==> src/rtl/time_set_ctrl_if.sv <==
// Button / RTC-handshake / counter-control bundle for time_set_ctrl.
// slave = controller side, master = board/RTC/counter side.
interface time_set_ctrl_if;
   logic       btn_edit;
   logic       btn_next;
   logic       btn_up;
   logic       btn_down;
   logic       wr_ack;
   logic [2:0] enable;
   logic [2:0] up;
   logic [2:0] down;
   logic [1:0] field_sel;
   logic       wr_req;
   logic       blink;
   logic       commit_err;

   modport slave (
      input  btn_edit, btn_next, btn_up, btn_down, wr_ack,
      output enable, up, down, field_sel, wr_req, blink, commit_err
   );

   modport master (
      output btn_edit, btn_next, btn_up, btn_down, wr_ack,
      input  enable, up, down, field_sel, wr_req, blink, commit_err
   );
endinterface

==> src/rtl/time_set_ctrl.sv <==
// Time-set controller: RTC tracking vs. user edit of sec/min/hour counters.
// Optional hold-to-repeat on up/down is enabled by defining TSC_AUTO_REPEAT_EN.
module time_set_ctrl #(
   parameter int CNT_W         = 32,
   parameter int IDLE_TIMEOUT  = 500_000_000,
   parameter int REPEAT_DELAY  = 25_000_000,
   parameter int REPEAT_PERIOD = 5_000_000,
   parameter int BLINK_HALF    = 12_500_000,
   parameter int ACK_TIMEOUT   = 1024
) (
   input  logic          clk,
   input  logic          reset,
   time_set_ctrl_if.slave bus
);
   typedef enum logic [1:0] {
      ST_IDLE   = 2'd0,
      ST_EDIT   = 2'd1,
      ST_COMMIT = 2'd2
   } state_t;

   localparam logic [CNT_W-1:0] CNT_ONE    = {{(CNT_W-1){1'b0}}, 1'b1};
   localparam logic [CNT_W-1:0] CNT_ZERO   = {CNT_W{1'b0}};
   localparam logic [CNT_W-1:0] IDLE_LAST  = CNT_W'(IDLE_TIMEOUT - 1);
   localparam logic [CNT_W-1:0] ACK_LAST   = CNT_W'(ACK_TIMEOUT - 1);
   localparam logic [CNT_W-1:0] BLINK_LAST = CNT_W'(BLINK_HALF - 1);

   function automatic logic [2:0] field_onehot(input logic [1:0] sel);
      case (sel)
         2'd0:    return 3'b001;
         2'd1:    return 3'b010;
         2'd2:    return 3'b100;
         default: return 3'b000;
      endcase
   endfunction

   state_t           state_r, state_s;
   logic [3:0]       btn_q_r;
   logic             armed_r;
   logic [3:0]       edge_s;
   logic             edit_e_s, next_e_s, up_e_s, down_e_s;
   logic [1:0]       field_r, field_s;
   logic [2:0]       enable_r, enable_s, up_r, up_s, down_r, down_s;
   logic             wr_req_r, wr_req_s, blink_r, blink_s, err_r, err_s;
   logic [CNT_W-1:0] idle_cnt_r, idle_cnt_s, ack_cnt_r, ack_cnt_s, blink_cnt_r, blink_cnt_s;
   logic             rep_up_s, rep_down_s;

   // armed_r masks the first post-reset cycle so a button held through reset gives no edge
   assign edge_s   = {bus.btn_edit, bus.btn_next, bus.btn_up, bus.btn_down} & ~btn_q_r & {4{armed_r}};
   assign edit_e_s = edge_s[3];
   assign next_e_s = edge_s[2];
   assign up_e_s   = edge_s[1];
   assign down_e_s = edge_s[0];

`ifdef TSC_AUTO_REPEAT_EN
   localparam logic [CNT_W-1:0] DELAY_LAST  = CNT_W'(REPEAT_DELAY - 1);
   localparam logic [CNT_W-1:0] PERIOD_LAST = CNT_W'(REPEAT_PERIOD - 1);
   logic             rep_act_r, rep_dir_r, rep_first_r;
   logic [CNT_W-1:0] rep_cnt_r;
   logic             rep_hold_s, rep_start_s, rep_fire_s;

   assign rep_hold_s  = (state_r == ST_EDIT) & ~edit_e_s & ~next_e_s &
                        (rep_dir_r ? (bus.btn_up & ~bus.btn_down) : (bus.btn_down & ~bus.btn_up));
   assign rep_start_s = (state_r == ST_EDIT) & ~edit_e_s & ~next_e_s & (up_e_s ^ down_e_s);
   assign rep_fire_s  = rep_act_r & rep_hold_s &
                        (rep_cnt_r == (rep_first_r ? DELAY_LAST : PERIOD_LAST));
   assign rep_up_s    = rep_fire_s & rep_dir_r;
   assign rep_down_s  = rep_fire_s & ~rep_dir_r;

   // Hold-to-repeat timer: first gap is the delay, later gaps the period
   always_ff @(posedge clk) begin
      if (reset) begin
         rep_act_r   <= 1'b0;
         rep_dir_r   <= 1'b0;
         rep_first_r <= 1'b1;
         rep_cnt_r   <= CNT_ZERO;
      end else if (rep_start_s) begin
         rep_act_r   <= 1'b1;
         rep_dir_r   <= up_e_s;
         rep_first_r <= 1'b1;
         rep_cnt_r   <= CNT_ZERO;
      end else if (rep_act_r && rep_hold_s) begin
         if (rep_fire_s) begin
            rep_first_r <= 1'b0;
            rep_cnt_r   <= CNT_ZERO;
         end else begin
            rep_cnt_r   <= rep_cnt_r + CNT_ONE;
         end
      end else begin
         rep_act_r   <= 1'b0;
         rep_first_r <= 1'b1;
         rep_cnt_r   <= CNT_ZERO;
      end
   end
`else
   logic unused_repeat_s;
   assign unused_repeat_s = ^{REPEAT_DELAY, REPEAT_PERIOD};
   assign rep_up_s        = 1'b0;
   assign rep_down_s      = 1'b0;
`endif

   // Next-state and next-output decode
   always_comb begin
      state_s     = state_r;
      field_s     = field_r;
      up_s        = 3'b000;
      down_s      = 3'b000;
      err_s       = err_r;
      idle_cnt_s  = idle_cnt_r;
      ack_cnt_s   = ack_cnt_r;
      blink_s     = 1'b0;
      blink_cnt_s = blink_cnt_r;
      case (state_r)
         ST_IDLE: begin
            if (edit_e_s) begin
               state_s     = ST_EDIT;
               field_s     = 2'd0;
               err_s       = 1'b0;
               idle_cnt_s  = CNT_ZERO;
               blink_cnt_s = CNT_ZERO;
            end else begin
               state_s = ST_IDLE;
            end
         end
         ST_EDIT: begin
            if (blink_cnt_r == BLINK_LAST) begin
               blink_cnt_s = CNT_ZERO;
               blink_s     = ~blink_r;
            end else begin
               blink_cnt_s = blink_cnt_r + CNT_ONE;
               blink_s     = blink_r;
            end
            if (edit_e_s) begin
               state_s   = ST_COMMIT;
               ack_cnt_s = CNT_ZERO;
               blink_s   = 1'b0;
            end else begin
               if (up_e_s && !down_e_s) begin
                  up_s = field_onehot(field_r);
               end else if (down_e_s && !up_e_s) begin
                  down_s = field_onehot(field_r);
               end else if (rep_up_s) begin
                  up_s = field_onehot(field_r);
               end else if (rep_down_s) begin
                  down_s = field_onehot(field_r);
               end else begin
                  up_s = 3'b000;
               end
               if (next_e_s) begin
                  field_s = (field_r == 2'd2) ? 2'd0 : field_r + 2'd1;
               end else begin
                  field_s = field_r;
               end
               // Activity wins over a same-cycle timeout
               if (next_e_s || up_e_s || down_e_s || rep_up_s || rep_down_s) begin
                  idle_cnt_s = CNT_ZERO;
               end else if (idle_cnt_r == IDLE_LAST) begin
                  state_s = ST_IDLE;
                  blink_s = 1'b0;
               end else begin
                  idle_cnt_s = idle_cnt_r + CNT_ONE;
               end
            end
         end
         ST_COMMIT: begin
            if (bus.wr_ack) begin
               state_s = ST_IDLE;
            end else if (ack_cnt_r == ACK_LAST) begin
               state_s = ST_IDLE;
               err_s   = 1'b1;
            end else begin
               ack_cnt_s = ack_cnt_r + CNT_ONE;
            end
         end
         default: begin
            state_s = ST_IDLE;
         end
      endcase
      enable_s = (state_s != ST_IDLE) ? 3'b111 : 3'b000;
      wr_req_s = (state_s == ST_COMMIT);
   end

   // State, timers, edge history and registered outputs
   always_ff @(posedge clk) begin
      if (reset) begin
         state_r     <= ST_IDLE;
         btn_q_r     <= 4'b0000;
         armed_r     <= 1'b0;
         field_r     <= 2'd0;
         enable_r    <= 3'b000;
         up_r        <= 3'b000;
         down_r      <= 3'b000;
         wr_req_r    <= 1'b0;
         blink_r     <= 1'b0;
         err_r       <= 1'b0;
         idle_cnt_r  <= CNT_ZERO;
         ack_cnt_r   <= CNT_ZERO;
         blink_cnt_r <= CNT_ZERO;
      end else begin
         state_r     <= state_s;
         btn_q_r     <= {bus.btn_edit, bus.btn_next, bus.btn_up, bus.btn_down};
         armed_r     <= 1'b1;
         field_r     <= field_s;
         enable_r    <= enable_s;
         up_r        <= up_s;
         down_r      <= down_s;
         wr_req_r    <= wr_req_s;
         blink_r     <= blink_s;
         err_r       <= err_s;
         idle_cnt_r  <= idle_cnt_s;
         ack_cnt_r   <= ack_cnt_s;
         blink_cnt_r <= blink_cnt_s;
      end
   end

   assign bus.enable     = enable_r;
   assign bus.up         = up_r;
   assign bus.down       = down_r;
   assign bus.field_sel  = field_r;
   assign bus.wr_req     = wr_req_r;
   assign bus.blink      = blink_r;
   assign bus.commit_err = err_r;
endmodule

==> src/flat_wrapper.sv <==
// flat-port wrapper written by rule: the top's interface ports become plain ports
module time_set_ctrl_flat 
#(
   parameter int CNT_W         = 32,
   parameter int IDLE_TIMEOUT  = 500_000_000,
   parameter int REPEAT_DELAY  = 25_000_000,
   parameter int REPEAT_PERIOD = 5_000_000,
   parameter int BLINK_HALF    = 12_500_000,
   parameter int ACK_TIMEOUT   = 1024
)
  (clk, reset, bus_btn_edit, bus_btn_next, bus_btn_up, bus_btn_down, bus_wr_ack, bus_enable, bus_up, bus_down, bus_field_sel, bus_wr_req, bus_blink, bus_commit_err);
  time_set_ctrl_if bus_i ();
  input  logic clk;
  input  logic reset;
  input wire logic [$bits(bus_i.btn_edit)-1:0] bus_btn_edit;
  input wire logic [$bits(bus_i.btn_next)-1:0] bus_btn_next;
  input wire logic [$bits(bus_i.btn_up)-1:0] bus_btn_up;
  input wire logic [$bits(bus_i.btn_down)-1:0] bus_btn_down;
  input wire logic [$bits(bus_i.wr_ack)-1:0] bus_wr_ack;
  output wire logic [$bits(bus_i.enable)-1:0] bus_enable;
  output wire logic [$bits(bus_i.up)-1:0] bus_up;
  output wire logic [$bits(bus_i.down)-1:0] bus_down;
  output wire logic [$bits(bus_i.field_sel)-1:0] bus_field_sel;
  output wire logic [$bits(bus_i.wr_req)-1:0] bus_wr_req;
  output wire logic [$bits(bus_i.blink)-1:0] bus_blink;
  output wire logic [$bits(bus_i.commit_err)-1:0] bus_commit_err;
  assign bus_i.btn_edit = bus_btn_edit;
  assign bus_i.btn_next = bus_btn_next;
  assign bus_i.btn_up = bus_btn_up;
  assign bus_i.btn_down = bus_btn_down;
  assign bus_i.wr_ack = bus_wr_ack;
  assign bus_enable = bus_i.enable;
  assign bus_up = bus_i.up;
  assign bus_down = bus_i.down;
  assign bus_field_sel = bus_i.field_sel;
  assign bus_wr_req = bus_i.wr_req;
  assign bus_blink = bus_i.blink;
  assign bus_commit_err = bus_i.commit_err;
  time_set_ctrl #(.CNT_W(CNT_W), .IDLE_TIMEOUT(IDLE_TIMEOUT), .REPEAT_DELAY(REPEAT_DELAY), .REPEAT_PERIOD(REPEAT_PERIOD), .BLINK_HALF(BLINK_HALF), .ACK_TIMEOUT(ACK_TIMEOUT)) u_core (.clk(clk), .reset(reset), .bus(bus_i));
endmodule
==> config.mk <==
export PLATFORM = sky130hd
export DESIGN_NAME = time_set_ctrl_flat
export DESIGN_NICKNAME = d
export VERILOG_FILES = /design/src/rtl/time_set_ctrl_if.sv /design/src/rtl/time_set_ctrl.sv /design/src/flat_wrapper.sv
export SDC_FILE = /design/constraint.sdc
export NUM_CORES = 1
export LEC_CHECK = 0
export CAP_MARGIN = 25
export CELL_PAD_IN_SITES_DETAIL_PLACEMENT = 0
export CELL_PAD_IN_SITES_GLOBAL_PLACEMENT = 2
export CORE_MARGIN = 2
export CORE_UTILIZATION = 41
export CTS_BUF_LIST = sky130_fd_sc_hd__clkbuf_8
export CTS_CLUSTER_DIAMETER = 100
export DETAILED_ROUTE_END_ITERATION = 8
export PLACE_DENSITY_LB_ADDON = 0.1
export SLEW_MARGIN = 5
export SYNTH_ARGS = -nofsm -noshare
export SYNTH_HDL_FRONTEND = slang
export SYNTH_SLANG_ARGS = --single-unit
==> constraint.sdc <==
create_clock -name clk -period 5.9 [get_ports clk]
set_clock_uncertainty 0.05 [all_clocks]
set_input_delay 1.18 -clock clk [delete_from_list [all_inputs] [get_ports clk]]
set_output_delay 1.18 -clock clk [all_outputs]
set_load 0.1 [all_outputs]
==> impl_metrics.py, run 1 <==
metrics = {
    "critical_path": {
        "critPathKind": "in2reg",
        "cp.arrival_ns": 3.60,
        "startpoint_type": "input pin",
        "critPathRequiredTime_ns": 6.22,
        "cp_max_fo": 8,
        "crit_path_end_kind": "flip-flop",
    },
    "clock_network": {
        "clk_pin_slew_ns": 0.07,
        "cts.hold.buffers_added": 0,
        "cts_buffer_depth": 2,
        "cts.sinks": 115,
        "cts_tree": "done",
        "cts_max_level": 4,
        "cts_setup_buffers": 0,
        "cts-buffers-inserted": 17,
        "postCtsResizedCells": 0,
        "insertion_delay_ns": 0.44,
        "cts_root_buf": "clkbuf_8",
    },
    "floorplanning": {
        "fp.dieW_um": 120.8,
        "dieArea_um2": 14590,
        "io_pins": 21,
        "num_rows": 42,
        "start_util_pct": 42.06,
        "die_h_um": 120.8,
        "core_um2": 13300,
    },
    "power": {
        "peakVddDrop_mv": 0.1732,
        "powerDensity_nw_per_um2": 268.6,
        "p_total_w": 0.001722,
        "sequentialPowerShare_pct": 45.6,
        "clock_power_share_pct": 49.5,
        "leakagePower_nw": 2.057,
        "swShare_pct": 22.62,
        "p_int_w": 0.001332,
        "power.switching_w": 0.0003895,
        "p_comb_share_pct": 4.9,
    },
    "sta": {
        "setup_violations": 0,
        "setup_tns_ns": 0,
        "fmax_mhz": 304.7,
        "fin_crit_sh_pct": 55.62,
        "worst_pin_slew_ns": 0.9735,
        "grt_setup_unrepaired": "no",
        "period_minus_slack_ns": 3.282,
        "final_hold_viol_count": 0,
        "slew_violations": 0,
        "relSlewSlack_pct": 34.90,
    },
    "layout": {
        "fin_nets": 716,
        "drive_gt1_share_pct": 7.510,
        "area_growth_pct": 14.63,
        "nFillCells": 1313,
        "n_antenna_cell": 0,
        "stdcell_count": 895,
        "fin_util_pct": 48.21,
    },
    "logic_synthesis": {
        "synth.distinct_cells": 58,
        "ys_async_sr_fraction_pct": 0,
        "syn_area_um2": 5592,
        "yosysTopAreaCell": "dfxtp_1",
        "syn_nets": 699,
        "synth-edff-count": 0,
        "ys_top_cells_by_area": "dfxtp_1 (41%), nor2_1 (5.6%), a21oi_1 (4.3%)",
        "yosysWarnings": 0,
        "synthTopCellsByCount": "dfxtp_1 (115), nor2_1 (84), nand2_1 (56)",
        "ys_ff_latch": 115,
        "synth_top_area_share_pct": 41.17,
        "syn_inst": 689,
        "seq_area_frac_synth_pct": 41.17,
        "synth_flop_cell": "dfxtp_1",
        "synth.most_common_cell": "dfxtp_1",
        "syn_area_per_cell_um2": 8.116,
    },
    "hold_path": {
        "hp-class": "reg2reg",
    },
    "grt": {
        "grt_pass1_vias": 4955,
        "grt_pass1_wl_um": 24470,
        "grt_max_degree": 39,
        "grtUsageTotal_pct": 21.13,
        "antenna_found_initial": 0,
        "grt_overflow": 0,
    },
    "run": {
        "max_cap_violations": 0,
    },
    "outcome": {
        "status": "finished, final reports clean",
    },
    "drt": {
        "drt_iter0_drc": 313,
        "drt_wl_total_um": 14430,
        "dr.pass1.iters": 5,
        "num_vias": 5078,
        "drc_errors": 0,
        "detail_route.vias_per_cell": 5.674,
        "routedWlPerCell_um": 16.13,
        "ant_nets": 0,
    },
    "placement": {
        "place.gp.congestion": 0.8422,
        "port_buffers": 20,
        "placed_cells": 863,
        "dp_hpwl_um": 9862,
    },
}
cell usage in the layout, fill, tap and decap left out, types with 3 or more instances in the layout:
| cell type | instances |
|---|---|
| dfxtp_1 | 115 |
| nor2_1 | 84 |
| nand2_1 | 56 |
| a21oi_1 | 48 |
| o21ai_0 | 46 |
| nand3_1 | 38 |
| nand4_1 | 31 |
| nor3_1 | 23 |
| xor2_1 | 20 |
| clkbuf_8 | 20 |
| clkdlybuf4s50_1 | 20 |
| nor4_1 | 19 |
| xnor2_1 | 18 |
| or3_1 | 16 |
| and3_1 | 14 |
| or4_1 | 12 |
| and4_1 | 11 |
| inv_1 | 10 |
| and2_1 | 10 |
| o31ai_1 | 9 |
| a31oi_1 | 8 |
| nor2b_1 | 7 |
| nand4b_1 | 6 |
| clkinv_2 | 6 |
| buf_4 | 6 |
| nand3b_1 | 5 |
| nand2b_1 | 5 |
| a311oi_1 | 5 |
| bufinv_16 | 5 |
| mux2i_1 | 3 |
| ha_1 | 3 |
layout make-up:
type	count	area (um2)	share of cell area [%]
multi-input combinational	535	3133	48.88
sequential	115	2302	35.92
clock buffer	20	275.3	4.294
timing repair buffer	28	261.5	4.080
tap	176	220.2	3.435
clock inverter	12	183.9	2.869
inverter	9	33.78	0.5270
critical path: stages:
cell and delay (ns):
clkdlybuf4s50_1 0.51, nand3b_1 0.32, a21oi_1 0.65, o21ai_0 0.33, or4_1 0.47, a21oi_1 0.14
stage by stage:
stage / instance area (um2) / hold slack [ns] / setup WS (ns)
2_1_floorplan: 5592 / 0.3940 / 3.132
3_3_place_gp: 5927 / 0.4051 / 2.114
3_5_place_dp: 5951 / 0.4111 / 2.138
4_1_cts: 6410 / 0.4203 / 2.585
5_1_grt: 6410 / 0.4619 / 2.401
6_report: 6410 / 0.4221 / 2.618
flip-flops by register name (all words and copies together) (netlist names), 2 cells and up:
| signal | count |
|---|---|
| u_core.bus.up | 3 |
| u_core.idle_cnt_r | 32 |
| u_core.btn_q_r | 4 |
| u_core.bus.field_sel | 2 |
| u_core.ack_cnt_r | 32 |
| u_core.bus.down | 3 |
| u_core.state_r | 2 |
| u_core.blink_cnt_r | 32 |
routing by layer:
metal | wire, um | GRT usage, %
met5 | 0 | 0
met4 | 217 | 7.849
met3 | 495 | 4.387
met2 | 6781 | 34.85
met1 | 6939 | 27.21
cells by family after synthesis:
logic type | share of synthesized area, %
AOI/OAI and AO/OA | 14.63
DFF | 41.17
buffers and inverters | 3.043
adders and majority gates | 0.6714
muxes | 0.5371
and+or+nand+nor | 33.99
xor gates and xnor gates | 5.952
path summary, 6_finish.rpt:
path         slack, ns                      end  cells after the start                   from
min reg2reg       0.42     u_core.idle_cnt_r[1]                      2   u_core.idle_cnt_r[1]
min               0.42     u_core.idle_cnt_r[1]                      2   u_core.idle_cnt_r[1]
max reg2reg       3.13    u_core.idle_cnt_r[21]                      6  u_core.idle_cnt_r[11]
max               2.62  u_core.bus.field_sel[0]                      6           bus_btn_edit
power groups by stage:
stage | Sequential, W | Combinational (W) | Clock [W]
after detailed placement | 0.000802 | 0.0000860 | 0
after global placement | 0.000802 | 0.0000847 | 0
after CTS | 0.000785 | 0.0000861 | 0.000870
after floorplan | 0.000808 | 0.0000535 | 0
final | 0.000785 | 0.0000850 | 0.000852
after global routing | 0.000785 | 0.0000933 | 0.000904
Power figures use the tool's default switching activity.
==> run 2: changes to the inputs <==
- CORE_UTILIZATION: 41 -> 35
- clock period: 5.9 -> 2.6 ns (I/O delays scaled with it)
==> impl_metrics.py, run 2 (same netlist as run 1, synthesis figures left out) <==
metrics = {
    "outcome": {
        "status": "finished, final reports clean",
    },
    "layout": {
        "fin_nets": 756,
        "fin_util_pct": 42.99,
        "nFillCells": 1611,
        "area_growth_pct": 21.24,
        "n_antenna_cell": 0,
        "multi_input_area_um2": 3144,
        "reg_top3": "u_core.ack_cnt_r (32), u_core.blink_cnt_r (32), u_core.idle_cnt_r (32)",
        "final_common_cell": "dfxtp_1",
        "final_area_um2": 6779,
        "most-common-layout-cells": "dfxtp_1 (115), nor2_1 (84), buf_4 (60), nand2_1 (56), a21oi_1 (48)",
        "drive_gt1_share_pct": 14.12,
        "regArea_um2": 2302,
    },
    "sta": {
        "relSlewSlack_pct": 56.44,
        "final_hold_viol_count": 0,
        "fmax_mhz": 419.0,
        "grt_setup_unrepaired": "no",
        "worst_pin_slew_ns": 0.6475,
        "fin_crit_sh_pct": 91.79,
        "setup_violations": 0,
        "final.setup.worst_slack_ns": 0.2134,
        "setup_tns_ns": 0,
        "slew_violations": 0,
        "period_minus_slack_ns": 2.387,
    },
    "floorplanning": {
        "core_um2": 15770,
        "start_util_pct": 35.46,
        "io_pins": 21,
        "fp.dieW_um": 130.4,
        "dieArea_um2": 17000,
        "die_h_um": 130.4,
        "num_rows": 46,
    },
    "hold_path": {
        "hp-start": "u_core.idle_cnt_r[1]",
        "min_delay_path_depth": 2,
        "hp-class": "reg2reg",
    },
    "run": {
        "max_cap_violations": 0,
    },
    "drt": {
        "drc_errors": 0,
        "dr.pass1.iters": 7,
        "drt_iter0_drc": 315,
        "routedWlPerCell_um": 15.74,
        "num_vias": 5259,
        "ant_nets": 0,
        "detail_route.vias_per_cell": 5.399,
        "drt_wl_total_um": 15330,
    },
    "clock_network": {
        "cts_root_buf": "clkbuf_8",
        "cts-buffers-inserted": 17,
        "cts_buffer_depth": 2,
        "cts_max_level": 4,
        "cts_setup_buffers": 0,
        "cts.sinks": 115,
        "insertion_delay_ns": 0.44,
        "clk_pin_slew_ns": 0.07,
        "cts_tree": "done",
    },
    "critical_path": {
        "r2r-start": "u_core.idle_cnt_r[9]",
        "cp_max_fo": 15,
        "crit_path_end_kind": "flip-flop",
        "critPathRequiredTime_ns": 2.88,
        "r2r-end": "u_core.idle_cnt_r[10]",
        "cp.arrival_ns": 2.66,
        "r2r_slack_ns": 0.21,
        "ff2ff_path_depth": 8,
        "cp-endpoint": "u_core.idle_cnt_r[10]",
        "critPathLaunch": "u_core.idle_cnt_r[9]",
        "startpoint_type": "flip-flop",
        "critPathKind": "reg2reg",
    },
    "placement": {
        "dp_hpwl_um": 10740,
        "place_worst_setup_slack_ns": 0.02150,
        "place.gp.congestion": 0.8380,
        "port_buffers": 20,
        "placed_cell_area_um2": 6290,
    },
    "grt": {
        "grt_pass1_vias": 4911,
        "grt_max_degree": 32,
        "grtUsageTotal_pct": 18.93,
        "grt_overflow": 0,
        "grt_pass1_wl_um": 25150,
        "antenna_found_initial": 0,
    },
    "power": {
        "powerDensity_nw_per_um2": 593.0,
        "peakVddDrop_mv": 0.2905,
        "leakagePower_nw": 2.301,
    },
}
run 2: changes by cell type in the layout (fill, tap and decap cells not counted), sizes merged:
cell           change
clkinv             -4
buf               +55
clkdlybuf4s15      -1
clkdlybuf4s50     -14
clkinvlp           +1
clkbuf             +2
run 2: final cells by class:
class                           count  area share, %
Clock inverter                      9          2.584
Multi-Input combinational cell    535          46.38
Tap cell                          216          3.987
Clock buffer                       22          4.467
Inverter                            9         0.4983
Sequential cell                   115          33.96
Timing Repair Buffer               68          8.121
run 2: per-layer routing:
| metal | vias to the layer above | global-route usage, % | wire length (um) |
|---|---|---|---|
| li1 | 2666 | - | - |
| met5 | - | 0 | 0 |
| met4 | 0 | 6.383 | 255 |
| met2 | 98 | 30.92 | 7206 |
| met3 | 21 | 4.316 | 498 |
| met1 | 2474 | 24.84 | 7367 |
run 2: repair_timing:
action,CTS,global route
hold buffers,0,0
setup endpoints to repair,0,10
gates resized for setup,0,1
run 2: worst min-delay path by stage:
stage / end / slack [ns]
after floorplan: u_core.idle_cnt_r[1] / 0.39
after global placement: u_core.idle_cnt_r[1] / 0.41
after detailed placement: u_core.idle_cnt_r[1] / 0.42
after CTS: u_core.idle_cnt_r[1] / 0.43
after global routing: u_core.idle_cnt_r[1] / 0.46
final: u_core.idle_cnt_r[1] / 0.43
run 2: where the power goes:
group	internal [W]	switching, W	leakage, nW
logic	0.0000743	0.000155	1.13
clock network	0.00126	0.000747	0.242
registers	0.00177	0.00000989	0.928
run 2: worst max-delay path, stage by stage, from the launching register on:
cell     delay [ns]
dfxtp_1        0.39
or4b_1         0.57
nor4_2         0.26
buf_4          0.17
a31o_2         0.23
nor3_1         0.06
buf_4          0.21
and2_1         0.15
o22a_1         0.18
run 2: metrics by stage:
stage	hold WS [ns]	std cells	power (W)
6_report	0.4278	974	0.004020
3_5_place_dp	0.4213	943	0.002050
3_3_place_gp	0.4106	943	0.002048
4_1_cts	0.4315	974	0.004068
5_1_grt	0.4648	974	0.004164
2_1_floorplan	0.3940	689	0.001954
==> run 3: changes to the inputs <==
- ABC_AREA: unset -> 0
==> results of run 3 <==
Final layout, timing and power as in run 2 (identical DEF).
